--- config.mk ---
export PLATFORM = sky130hd
export DESIGN_NAME = ctrl_pipe_chain_flat
export DESIGN_NICKNAME = d
export VERILOG_FILES = /design/src/rtl/ppu_pipe_pkg.sv /design/src/rtl/ctrl_pipe_chain_if.sv /design/src/rtl/ctrl_pipe_stage.sv /design/src/rtl/ctrl_pipe_chain.sv /design/src/flat_wrapper.sv
export SDC_FILE = /design/constraint.sdc
export NUM_CORES = 1
export LEC_CHECK = 0
export CORE_MARGIN = 2
export CORE_UTILIZATION = 45
export DETAILED_ROUTE_END_ITERATION = 10
export HOLD_SLACK_MARGIN = 0.12
export PLACE_DENSITY = 0.82
export SYNTH_ARGS = -nofsm -noshare
export SYNTH_HDL_FRONTEND = slang
export SYNTH_SLANG_ARGS = --single-unit
--- constraint.sdc ---
create_clock -name clk -period 2.9 [get_ports clk]
set_clock_uncertainty 0.2 [all_clocks]
set_input_delay 0.58 -clock clk [delete_from_list [all_inputs] [get_ports clk]]
set_output_delay 0.58 -clock clk [all_outputs]
set_load 0.005 [all_outputs]
--- src/rtl/ppu_pipe_pkg.sv ---
// rtl/ppu_pipe_pkg.sv - shared constants for the control-word pipeline
// Purpose : control-word field layout, default NOP word, stage index names.
// Ports   : none (package).
package ppu_pipe_pkg;

  // Packed control word produced by the CU (16 bits by default).
  localparam int CW_W       = 16;

  localparam int AM_LSB     = 0;
  localparam int AM_W       = 2;
  localparam int RF_EN_LSB  = 2;
  localparam int ALU_OP_LSB = 3;
  localparam int ALU_OP_W   = 4;
  localparam int LOAD_LSB   = 7;
  localparam int S_LSB      = 8;
  localparam int RW_LSB     = 9;
  localparam int SIZE_LSB   = 10;
  localparam int SIZE_W     = 2;
  localparam int DM_EN_LSB  = 12;

  // All enables deasserted: safe to drive into any datapath stage.
  localparam logic [CW_W-1:0] NOP_WORD_DEF = '0;

  // Default three-register chain.
  localparam int STG_IDEXE  = 0;
  localparam int STG_EXEMEM = 1;
  localparam int STG_MEMWB  = 2;

  localparam int STAGES_MAX = 8;

  function automatic logic [ALU_OP_W-1:0] get_alu_op(input logic [CW_W-1:0] w);
    return w[ALU_OP_LSB +: ALU_OP_W];
  endfunction

endpackage

--- src/rtl/ctrl_pipe_chain_if.sv ---
// rtl/ctrl_pipe_chain_if.sv - handshake/bus bundle of the control-word pipeline
// Purpose : groups CU entry, stall/flush controls and per-stage outputs.
// Signals : in_word, in_valid, bubble, hold[STAGES], flush[STAGES]   (CU/hazard unit -> chain)
//           in_ready, stage_word[STAGES*DATA_W], stage_valid[STAGES] (chain -> CU/datapath)
// Modports: master = CU/datapath side, slave = ctrl_pipe_chain.
interface ctrl_pipe_chain_if #(
  parameter int DATA_W = 16,
  parameter int STAGES = 3
);
  logic [DATA_W-1:0]        in_word;
  logic                     in_valid;
  logic                     in_ready;
  logic                     bubble;
  logic [STAGES-1:0]        hold;
  logic [STAGES-1:0]        flush;
  logic [STAGES*DATA_W-1:0] stage_word;
  logic [STAGES-1:0]        stage_valid;

  modport master (
    output in_word, in_valid, bubble, hold, flush,
    input  in_ready, stage_word, stage_valid
  );

  modport slave (
    input  in_word, in_valid, bubble, hold, flush,
    output in_ready, stage_word, stage_valid
  );
endinterface

--- src/rtl/ctrl_pipe_stage.sv ---
// rtl/ctrl_pipe_stage.sv - one control-word pipeline register with valid bit
// Purpose : holds one word+valid; priority clr > ld > hold.
// Ports   : clk, reset (async, active-high), ld (load d_*), clr (load NOP/invalid),
//           d_word/d_valid (next content), q_word/q_valid (registered content).
module ctrl_pipe_stage #(
  parameter int                DATA_W   = 16,
  parameter logic [DATA_W-1:0] NOP_WORD = '0
) (
  input  logic              clk,
  input  logic              reset,
  input  logic              ld,
  input  logic              clr,
  input  logic [DATA_W-1:0] d_word,
  input  logic              d_valid,
  output logic [DATA_W-1:0] q_word,
  output logic              q_valid
);

  logic [DATA_W-1:0] word_q, word_d;
  logic              valid_q, valid_d;

  always_comb begin
    word_d  = word_q;
    valid_d = valid_q;
    if (clr) begin
      word_d  = NOP_WORD;
      valid_d = 1'b0;
    end else if (ld) begin
      word_d  = d_word;
      valid_d = d_valid;
    end
  end

  always_ff @(posedge clk or posedge reset) begin
    if (reset) begin
      word_q  <= NOP_WORD;
      valid_q <= 1'b0;
    end else begin
      word_q  <= word_d;
      valid_q <= valid_d;
    end
  end

  assign q_word  = word_q;
  assign q_valid = valid_q;

endmodule

--- src/rtl/ctrl_pipe_chain.sv ---
// rtl/ctrl_pipe_chain.sv - parametrised CU control-word pipeline (ID/EXE .. MEM/WB)
// Purpose : STAGES back-to-back control registers with valid bits, back-pressured
//           hold, per-stage flush and bubble insertion at entry.
// Ports   : clk, reset (async, active-high), bus (ctrl_pipe_chain_if.slave);
//           perf_bubbles[15:0], perf_stalls[15:0] only when CTRL_PIPE_PERF_EN is defined.
// Config  : CTRL_PIPE_PERF_EN adds saturating bubble/stall counters.
module ctrl_pipe_chain
  import ppu_pipe_pkg::*;
#(
  parameter int                DATA_W   = CW_W,
  parameter int                STAGES   = 3,   // 1..STAGES_MAX
  parameter logic [DATA_W-1:0] NOP_WORD = DATA_W'(NOP_WORD_DEF)
) (
  input  logic            clk,
  input  logic            reset,
  ctrl_pipe_chain_if.slave bus
`ifdef CTRL_PIPE_PERF_EN
  ,
  output logic [15:0]     perf_bubbles,
  output logic [15:0]     perf_stalls
`endif
);

  logic [STAGES-1:0]        eff_hold;
  logic [STAGES-1:0]        clr_mask;
  logic [STAGES*DATA_W-1:0] word_bus;
  logic [STAGES-1:0]        valid_bus;
  logic                     entry_valid;
  logic [DATA_W-1:0]        entry_word;

  // Suffix-OR from the oldest stage down: a hold anywhere freezes all younger
  // stages, and a flush at k clears every stage 0..k.
  always_comb begin
    eff_hold = '0;
    clr_mask = '0;
    eff_hold[STAGES-1] = bus.hold[STAGES-1];
    clr_mask[STAGES-1] = bus.flush[STAGES-1];
    for (int k = STAGES - 2; k >= 0; k--) begin
      eff_hold[k] = bus.hold[k]  | eff_hold[k+1];
      clr_mask[k] = bus.flush[k] | clr_mask[k+1];
    end
  end

  // A bubble with in_valid=1 does not consume the instruction; in_ready only
  // reflects stalls, so the CU must re-present the word itself.
  assign entry_valid = bus.in_valid & ~bus.bubble;
  assign entry_word  = entry_valid ? bus.in_word : NOP_WORD;
  assign bus.in_ready = ~eff_hold[0];

  for (genvar k = 0; k < STAGES; k++) begin : g_stage
    logic [DATA_W-1:0] d_word;
    logic              d_valid;

    if (k == 0) begin : g_entry
      assign d_word  = entry_word;
      assign d_valid = entry_valid;
    end else begin : g_link
      // When the younger neighbour is frozen but this stage moves on, it takes
      // a bubble; copying the frozen word would duplicate it downstream.
      assign d_word  = eff_hold[k-1] ? NOP_WORD : word_bus[(k-1)*DATA_W +: DATA_W];
      assign d_valid = eff_hold[k-1] ? 1'b0     : valid_bus[k-1];
    end

    ctrl_pipe_stage #(
      .DATA_W  (DATA_W),
      .NOP_WORD(NOP_WORD)
    ) u_stage (
      .clk    (clk),
      .reset  (reset),
      .ld     (~eff_hold[k]),
      .clr    (clr_mask[k]),
      .d_word (d_word),
      .d_valid(d_valid),
      .q_word (word_bus[k*DATA_W +: DATA_W]),
      .q_valid(valid_bus[k])
    );
  end

  assign bus.stage_word  = word_bus;
  assign bus.stage_valid = valid_bus;

`ifdef CTRL_PIPE_PERF_EN
  logic [15:0] perf_bubbles_q, perf_bubbles_d;
  logic [15:0] perf_stalls_q,  perf_stalls_d;

  always_comb begin
    perf_bubbles_d = perf_bubbles_q;
    perf_stalls_d  = perf_stalls_q;
    // Stage 0 loading a non-instruction counts as a bubble, whether forced or idle.
    if (~eff_hold[0] && ~entry_valid && perf_bubbles_q != 16'hFFFF)
      perf_bubbles_d = perf_bubbles_q + 16'd1;
    if (eff_hold[0] && perf_stalls_q != 16'hFFFF)
      perf_stalls_d = perf_stalls_q + 16'd1;
  end

  always_ff @(posedge clk or posedge reset) begin
    if (reset) begin
      perf_bubbles_q <= '0;
      perf_stalls_q  <= '0;
    end else begin
      perf_bubbles_q <= perf_bubbles_d;
      perf_stalls_q  <= perf_stalls_d;
    end
  end

  assign perf_bubbles = perf_bubbles_q;
  assign perf_stalls  = perf_stalls_q;
`else
  // Counters absent: chain behaviour is unchanged.
`endif

endmodule

--- src/flat_wrapper.sv ---
// flat-port wrapper written by rule: the top's interface ports become plain ports
module ctrl_pipe_chain_flat import ppu_pipe_pkg::*;
#(
  parameter int                DATA_W   = CW_W,
  parameter int                STAGES   = 3,                   
  parameter logic [DATA_W-1:0] NOP_WORD = DATA_W'(NOP_WORD_DEF)
)
  (clk, reset, bus_in_word, bus_in_valid, bus_bubble, bus_hold, bus_flush, bus_in_ready, bus_stage_word, bus_stage_valid);
  ctrl_pipe_chain_if #(.DATA_W(DATA_W), .STAGES(STAGES)) bus_i ();
  input  logic clk;
  input  logic reset;
  input wire logic [$bits(bus_i.in_word)-1:0] bus_in_word;
  input wire logic [$bits(bus_i.in_valid)-1:0] bus_in_valid;
  input wire logic [$bits(bus_i.bubble)-1:0] bus_bubble;
  input wire logic [$bits(bus_i.hold)-1:0] bus_hold;
  input wire logic [$bits(bus_i.flush)-1:0] bus_flush;
  output wire logic [$bits(bus_i.in_ready)-1:0] bus_in_ready;
  output wire logic [$bits(bus_i.stage_word)-1:0] bus_stage_word;
  output wire logic [$bits(bus_i.stage_valid)-1:0] bus_stage_valid;
  assign bus_i.in_word = bus_in_word;
  assign bus_i.in_valid = bus_in_valid;
  assign bus_i.bubble = bus_bubble;
  assign bus_i.hold = bus_hold;
  assign bus_i.flush = bus_flush;
  assign bus_in_ready = bus_i.in_ready;
  assign bus_stage_word = bus_i.stage_word;
  assign bus_stage_valid = bus_i.stage_valid;
  ctrl_pipe_chain #(.DATA_W(DATA_W), .STAGES(STAGES), .NOP_WORD(NOP_WORD)) u_core (.clk(clk), .reset(reset), .bus(bus_i));
endmodule
==> results of run 1 <==
cell usage in the layout (no fill, tap or decap), drive strengths merged:
cell type / count
and4b: 1
nor3b: 1
nor3: 4
inv: 1
clkbuf: 5
clkinv: 1
dfrtp: 51
nor2: 1
clkinvlp: 2
clkdlybuf4s50: 77
a22o: 50
nor2b: 2
a21o: 1
buf: 3
layout make-up:
class	instances	area (um2)
inverters	1	3.75
clock buffers	5	68.8
multi-input cells	60	532
flip-flops and latches	51	1280
clock inverters	3	20.0
fillers	289	1270
repair buffers	80	793
well taps	50	62.6
where the power goes:
group	internal (uW)	total, uW	switching [uW]
Clock	168	397	229
Combinational	38.0	76.2	38.2
Sequential	711	712	0.563
critical path: stages:
cell and delay, ns:
clkdlybuf4s50_1 0.50, nor3_4 0.28, clkdlybuf4s50_1 0.54
cell families (layout without fill, tap and decap cells):
logic type,count (synthesis),count (layout),share of synthesized area (%)
and+or+nand+nor,9,9,4.54
buffers and inverters,13,89,4.87
DFF,51,51,67.1
AOI/OAI and AO/OA,51,51,23.4
stage by stage:
stage	instances	hold WS (ns)	power (uW)
2_1_floorplan	124	0.274	755
3_3_place_gp	242	0.287	800
3_5_place_dp	242	0.294	803
4_1_cts	250	0.280	1190
5_1_grt	250	0.294	1230
6_report	250	0.277	1190
how the worst max path moves through the flow:
stage                                                          to  slack (ns)
floorplan           u_core.g_stage[0].u_stage.q_valid$_DFFE_PP0P_        0.89
global placement                                     bus_in_ready        0.26
detailed placement                                   bus_in_ready        0.24
CTS                                                  bus_in_ready        0.23
global route                                         bus_in_ready        0.17
finish                                               bus_in_ready        0.23
synth_stat cells, drive strengths merged:
master	instances
inv	1
and4b	1
nor3b	1
a21o	1
nor2	1
nor3	4
dfrtp	51
nor2b	2
buf	12
a22o	50
registers in the layout (all words and copies together), names as in the netlist:
register / count
u_core.g_stage.u_stage.q_word: 48
u_core.g_stage.u_stage.q_valid: 3
metal layers:
metal / vias up / routed length, um / share of wire [%] / GRT usage [%]
li1: 630 / - / - / -
met1: 688 / 1910 / 42 / 27.7
met2: 52 / 2440 / 53 / 34.9
met3: 4 / 205 / 4.5 / 4.22
met4: 0 / 35 / 0.76 / 6.62
met5: - / 0 / 0 / 0
==> impl_metrics.toml, run 1 <==
[status]
outcome = "finished, final reports clean"

[final_layout]
fin_nets = 225
areaGrowthSynthToFinish_pct = 45.0
antenna_cells = 0
postLayoutCoreUtil_pct = 68.4
drive_above_1_share_pct = 8.00
stdcell_area_um2 = 2760

[placed_design]
pre_cts_slack_ns = 0.237
io_buffers = 77
placed_area_um2 = 2670
place_congestion = 0.852
dp_hpwl_um = 3570

[sta]
setup_slack_ns = 0.230
fin_tns_setup_ns = 0
final-setup-viol-count = 0
grt_setup_unrepaired = "no"
maxSlewHeadroom_pct = 25.7
fin_crit_ns = 2.67
finalCritPeriodShare_pct = 92.1
hold_violations = 0
max_freq_ghz = 0.375
tightestPinTransition_ns = 1.11
drv_slew = 0

[power]
ir_worst_vdd_v = 0.000389
powerDensity_nw_per_um2 = 430
p_leak_uw = 0.00124

[worst_setup_path]
arrival_ns = 1.89
cp-start-kind = "input port"
reg2reg_to = "u_core.g_stage[1].u_stage.q_word[11]$_DFFE_PP0P_"
cp.required_ns = 2.12
reg2reg_from = "u_core.g_stage[1].u_stage.q_word[11]$_DFFE_PP0P_"
r2r_cells = 1
setup.worst_path.start = "bus_hold[1]"
end_kind = "output port"
r2r_slack_ns = 1.93
crit_type = "in -> out"
worstPathMaxFanout = 4

[detailed_routing]
drt_iter0_drc = 67
routedWlPerCell_um = 18.4
num_vias = 1374
drc = 0
first_pass_iters = 4
detail_route.wirelength_um = 4590
antenna_left = 0
via_per_inst = 5.50

[global_route]
track_usage_pct = 21.0
antenna_found_initial = 0
overflow = 0
grt_max_degree = 24
grt_pass1_wl_um = 7260
grt_pass1_vias = 1393

[clock_network]
clkSlewWorstSetupHoldPaths_ns = 0.09
clk_latency_ns = 0.30
htree_levels = 2
postCtsResizedCells = 0
clock-sinks = 51
cts_hold_buffers = 0
root_buffer = "clkbuf_8"
cts.path.max_buffers = 2
post_cts_buffers = 0
tritoncts = "done"
cts_made_buffers = 5

[yosys]
yosys_warnings = 0
synth_nets = 150
yosysSeqAreaShare_pct = 67.1
synth_top_area_cell = "dfrtp_1"
synthCells = 124
synthTopCellsByArea = "dfrtp_1 (67%), a22o_1 (23%), buf_6 (1.8%), buf_4 (1.6%), buf_2 (1.3%)"
synth_area_um2 = 1900
syn_area_per_cell_um2 = 15.3
ys_ff_latch = 51
synth_top_area_share_pct = 67.1
synth_cell_types = 14

[floorplanning]
ios = 78
initial_core_util_pct = 47.2
die_w_um = 69.0
core_um2 = 4030
die-area_um2 = 4760
die_y_um = 69.0
rows = 23

[min_path]
min_path_type = "in -> async"

[run]
maxCapViolCount = 0
(Power assumes the default switching activity.)
==> run 2, diff against run 1 <==
--- a/config.mk
+++ b/config.mk
@@ -5,10 +5,11 @@
 export SDC_FILE = /design/constraint.sdc
 export NUM_CORES = 1
 export LEC_CHECK = 0
-export CORE_MARGIN = 2
+export CORE_MARGIN = 1.5
 export CORE_UTILIZATION = 45
 export DETAILED_ROUTE_END_ITERATION = 10
 export HOLD_SLACK_MARGIN = 0.12
+export MAX_ROUTING_LAYER = met4
 export PLACE_DENSITY = 0.82
 export SYNTH_ARGS = -nofsm -noshare
 export SYNTH_HDL_FRONTEND = slang
==> run 2 against run 1 <==
Net effect:
- sequential cell count is the same
- global-route usage up 0.59 points
- combinational power about the same
- worst setup slack lost 0.038 ns
- clock-buffer cell count unchanged
- non-clock buffer count did not move
- power up 7.0%
- sequential share of layout area is 0.40 points lower
- first-iteration DRC count increased by 57%
- largest cell class unchanged
- largest power group unchanged
==> impl_metrics.toml, run 2 (same netlist as run 1, synthesis figures left out) <==
[floorplanning]
die-area_um2 = 4620
die_y_um = 68.0
core_um2 = 4030
die_w_um = 68.0
ios = 78
rows = 23
initial_core_util_pct = 47.2

[min_path]
min_path_type = "reg -> reg"
holdPathEnd = "u_core.g_stage[2].u_stage.q_valid$_DFFE_PP0P_"
min_from = "u_core.g_stage[2].u_stage.q_valid$_DFFE_PP0P_"
hold_depth = 1

[power]
ir_worst_vdd_v = 0.000352
p_leak_uw = 0.00126
powerDensity_nw_per_um2 = 456

[detailed_routing]
num_vias = 1372
via_per_inst = 5.49
routedWlPerCell_um = 17.8
drc = 0
detail_route.wirelength_um = 4450
antenna_left = 0
first_pass_iters = 4
drt_iter0_drc = 105

[placed_design]
place_congestion = 0.871
placed_area_um2 = 2670
dp_hpwl_um = 3410
dp.cells = 242
io_buffers = 77

[final_layout]
final_cells = 250
fin_nets = 225
drive_above_1_share_pct = 8.00
final_common_cell = "clkdlybuf4s50_1"
antenna_cells = 0
stdcell_area_um2 = 2780
largest_register_ffs = 48
postLayoutCoreUtil_pct = 69.0
areaGrowthSynthToFinish_pct = 46.3
most-common-layout-cells = "clkdlybuf4s50_1 (77), dfrtp_1 (51), a22o_1 (50), clkbuf_8 (5), buf_4 (3)"

[sta]
tightestPinTransition_ns = 1.10
fin_tns_setup_ns = 0
final-setup-viol-count = 0
hold_violations = 0
finalCritPeriodShare_pct = 93.4
max_freq_ghz = 0.369
drv_slew = 0
maxSlewHeadroom_pct = 26.2
fin_crit_ns = 2.71
grt_setup_unrepaired = "no"

[worst_setup_path]
r2r_slack_ns = 1.94
cp-start-kind = "input port"
crit_type = "in -> out"
cp.required_ns = 2.12
r2r_cells = 1
arrival_ns = 1.93
end_kind = "output port"
reg2reg_from = "u_core.g_stage[1].u_stage.q_word[14]$_DFFE_PP0P_"
reg2reg_to = "u_core.g_stage[1].u_stage.q_word[14]$_DFFE_PP0P_"
worstPathMaxFanout = 4

[clock_network]
cts.path.max_buffers = 2
postCtsResizedCells = 0
clock-sinks = 51
cts_hold_buffers = 0
post_cts_buffers = 0
root_buffer = "clkbuf_8"
cts_made_buffers = 5
clkSlewWorstSetupHoldPaths_ns = 0.09
htree_levels = 2
clk_latency_ns = 0.29
tritoncts = "done"

[global_route]
grt_pass1_vias = 1365
track_usage_pct = 21.5
grt_pass1_wl_um = 7140
overflow = 0
grt_max_degree = 43
antenna_found_initial = 0

[run]
maxCapViolCount = 0

[status]
outcome = "finished, final reports clean"
[run 2: cell types whose count changed in the layout (fill, tap and decap cells not counted), sizes merged]
cell	before	now
bufinv	0	1
clkinv	1	2
clkinvlp	2	0
[run 2: power breakdown]
group / total, uW / switching, uW / internal (uW)
Clock: 481 / 224 / 257
Combinational: 76.1 / 38.2 / 37.9
Sequential: 712 / 0.552 / 711
Total: 1270 / 263 / 1010
[run 2: critical path, cell delays in order]
cell and delay [ns]:
clkdlybuf4s50_1 0.49, nor3_4 0.29, clkdlybuf4s50_1 0.57
[run 2: stage by stage]
stage          hold slack [ns]  power, uW  worst slack [ns]
6_report                 0.319       1270             0.192
5_1_grt                  0.332       1310             0.158
4_1_cts                  0.319       1280             0.193
3_5_place_dp             0.296        803             0.192
3_3_place_gp             0.287        800             0.270
2_1_floorplan            0.274        755             0.890
[run 2: area by class of cell]
cell class	instances	area, um2
multi-input cells	60	532
fillers	291	1250
repair buffers	80	793
well taps	50	62.6
clock buffers	5	68.8
flip-flops and latches	51	1280
inverters	1	3.75
clock inverters	3	43.8
[run 2: worst max path at each step]
stage	slack, ns	cells after the start	start	end
floorplan	0.89	1	reset	u_core.g_stage[0].u_stage.q_valid$_DFFE_PP0P_
global placement	0.27	3	bus_hold[1]	bus_in_ready
detailed placement	0.19	3	bus_hold[1]	bus_in_ready
CTS	0.19	3	bus_hold[1]	bus_in_ready
global route	0.16	3	bus_hold[1]	bus_in_ready
finish	0.19	3	bus_hold[1]	bus_in_ready
[run 2: per-layer routing]
| metal | up-vias | GRT usage, % | share of wire, % | wire, um |
|---|---|---|---|---|
| met2 | 36 | 31.9 | 50 | 2220 |
| met1 | 701 | 30.4 | 45 | 2000 |
| li1 | 628 | - | - | - |
| met4 | 0 | 8.25 | 1.7 | 76 |
| met3 | 7 | 2.96 | 3.3 | 148 |
| met5 | - | - | 0 | 0 |
==> run 3, diff against run 2 <==
--- a/config.mk
+++ b/config.mk
@@ -6,11 +6,12 @@
 export NUM_CORES = 1
 export LEC_CHECK = 0
 export CORE_MARGIN = 1.5
-export CORE_UTILIZATION = 45
+export CORE_UTILIZATION = 50
 export DETAILED_ROUTE_END_ITERATION = 10
+export DONT_BUFFER_PORTS = 1
 export HOLD_SLACK_MARGIN = 0.12
 export MAX_ROUTING_LAYER = met4
-export PLACE_DENSITY = 0.82
+export PLACE_DENSITY = 0.64
 export SYNTH_ARGS = -nofsm -noshare
 export SYNTH_HDL_FRONTEND = slang
 export SYNTH_SLANG_ARGS = --single-unit
==> run 3 against run 2 <==
Net effect:
- power decreased by 11%
- routed wire length decreased by 15%
- hold slack got worse by 0.12 ns
- critical path type is now in -> reg
- largest power group unchanged
==> impl_metrics.toml, run 3 (same netlist as run 1, synthesis figures left out) <==
[final_layout]
postLayoutCoreUtil_pct = 54.0
nFillCells = 317
largest_register_ffs = 48
final_common_cell = "dfrtp_1"
most-common-layout-cells = "dfrtp_1 (51), a22o_1 (50), clkbuf_8 (5), buf_4 (3)"
fin_nets = 148
antenna_cells = 0
drive_above_1_share_pct = 11.4
areaGrowthSynthToFinish_pct = 3.95

[clock_network]
htree_levels = 2
cts.path.max_buffers = 2
clock-sinks = 51
tritoncts = "done"
root_buffer = "clkbuf_8"
cts_hold_buffers = 0
clkSlewWorstSetupHoldPaths_ns = 0.09
clk_latency_ns = 0.29
postCtsResizedCells = 0
post_cts_buffers = 0
cts_made_buffers = 5

[run]
maxCapViolCount = 0

[worst_setup_path]
r2r_cells = 1
reg2reg_to = "u_core.g_stage[1].u_stage.q_word[15]$_DFFE_PP0P_"
crit_type = "in -> reg"
worstPathCellList = "nor3_1, nor2b_1, buf_4, a22o_1"
reg2reg_from = "u_core.g_stage[0].u_stage.q_word[15]$_DFFE_PP0P_"
arrival_ns = 1.64
worstPathMaxFanout = 10
cp-start-kind = "input port"
slowest_delay_ns = 0.47
crit_slowest_cell = "nor2b_1"
end_kind = "register"
r2r_slack_ns = 1.93
cp.required_ns = 2.93

[placed_design]
dp_hpwl_um = 2780
io_buffers = 0
place_congestion = 0.669

[detailed_routing]
antenna_left = 0
via_per_inst = 6.22
detail_route.wirelength_um = 3760
num_vias = 1064
routedWlPerCell_um = 22.0
drc = 0
first_pass_iters = 4
drt_iter0_drc = 39

[global_route]
grt_max_degree = 52
grt_pass1_wl_um = 6050
antenna_found_initial = 0
grt_pass1_vias = 1121
overflow = 0
track_usage_pct = 19.9

[sta]
maxSlewHeadroom_pct = 32.1
drv_slew = 0
whs_ns = 0.200
tightestPinTransition_ns = 1.02
max_freq_ghz = 0.620
final-setup-viol-count = 0
fin_tns_setup_ns = 0
grt_setup_unrepaired = "no"
fin_crit_ns = 1.61
hold_violations = 0
finalCritPeriodShare_pct = 55.6

[status]
outcome = "finished, final reports clean"

[power]
ir_worst_vdd_v = 0.000338
p_leak_uw = 0.000968
powerDensity_nw_per_um2 = 570
power.total_uw = 1130

[floorplanning]
core_um2 = 3660
rows = 22
die_y_um = 64.7
ios = 78
die_w_um = 64.7
initial_core_util_pct = 51.9
die-area_um2 = 4180

[min_path]
min_path_type = "in -> async"
## run 3: cell types whose count changed in the layout (fill, tap and decap cells not counted), sizes merged
cell | previous run | this run
bufinv | 1 | 0
clkbuf | 5 | 7
clkdlybuf4s50 | 77 | 0
clkinv | 2 | 1
## run 3: worst max-delay path by stage
stage            startpoint                                                to  depth (start not counted)
5_1_grt         bus_hold[1]  u_core.g_stage[0].u_stage.q_word[11]$_DFFE_PP0P_                          3
4_1_cts        bus_flush[1]   u_core.g_stage[0].u_stage.q_word[1]$_DFFE_PP0P_                          4
2_1_floorplan         reset     u_core.g_stage[0].u_stage.q_valid$_DFFE_PP0P_                          1
6_report       bus_flush[1]   u_core.g_stage[0].u_stage.q_word[1]$_DFFE_PP0P_                          4
3_5_place_dp   bus_flush[1]   u_core.g_stage[0].u_stage.q_word[1]$_DFFE_PP0P_                          4
3_3_place_gp    bus_hold[1]  u_core.g_stage[1].u_stage.q_word[15]$_DFFE_PP0P_                          3
## run 3: layout make-up
type / instances / area, um2 / share of cell area (%)
multi-input cells: 60 / 532 / 26.9
flip-flops and latches: 51 / 1280 / 64.6
repair buffers: 3 / 22.5 / 1.14
clock inverters: 1 / 5.00 / 0.253
inverters: 1 / 3.75 / 0.190
well taps: 48 / 60.1 / 3.04
clock buffers: 7 / 76.3 / 3.86
## run 3: power by group
| part | total, uW | leakage, uW | internal [uW] | switching (uW) |
|---|---|---|---|---|
| Combinational | 34.8 | 0.000213 | 7.01 | 27.8 |
| Clock | 380 | 0.0000422 | 170 | 210 |
| Sequential | 712 | 0.000713 | 711 | 0.660 |
| Total | 1130 | 0.000968 | 888 | 239 |
## run 3: worst max-delay path: cells and delay by family
kind            cells  cell delay, ns
compound gates      1            0.14
buf+inv             1            0.26
simple gates        2            0.66
## run 3: per-stage QoR
step / cells / worst slack (ns) / cell area [um2]
5_1_grt: 171 / 1.17 / 1980
2_1_floorplan: 124 / 0.890 / 1900
4_1_cts: 171 / 1.29 / 1980
3_3_place_gp: 163 / 1.03 / 1890
6_report: 171 / 1.29 / 1980
3_5_place_dp: 163 / 0.975 / 1890
## run 3: routing by layer
| metal | track usage [%] | vias up | wire [um] |
|---|---|---|---|
| met3 | 5.90 | 4 | 296 |
| met1 | 28.1 | 538 | 1720 |
| li1 | - | 470 | - |
| met5 | - | - | 0 |
| met4 | 4.79 | 0 | 25 |
| met2 | 28.8 | 52 | 1710 |
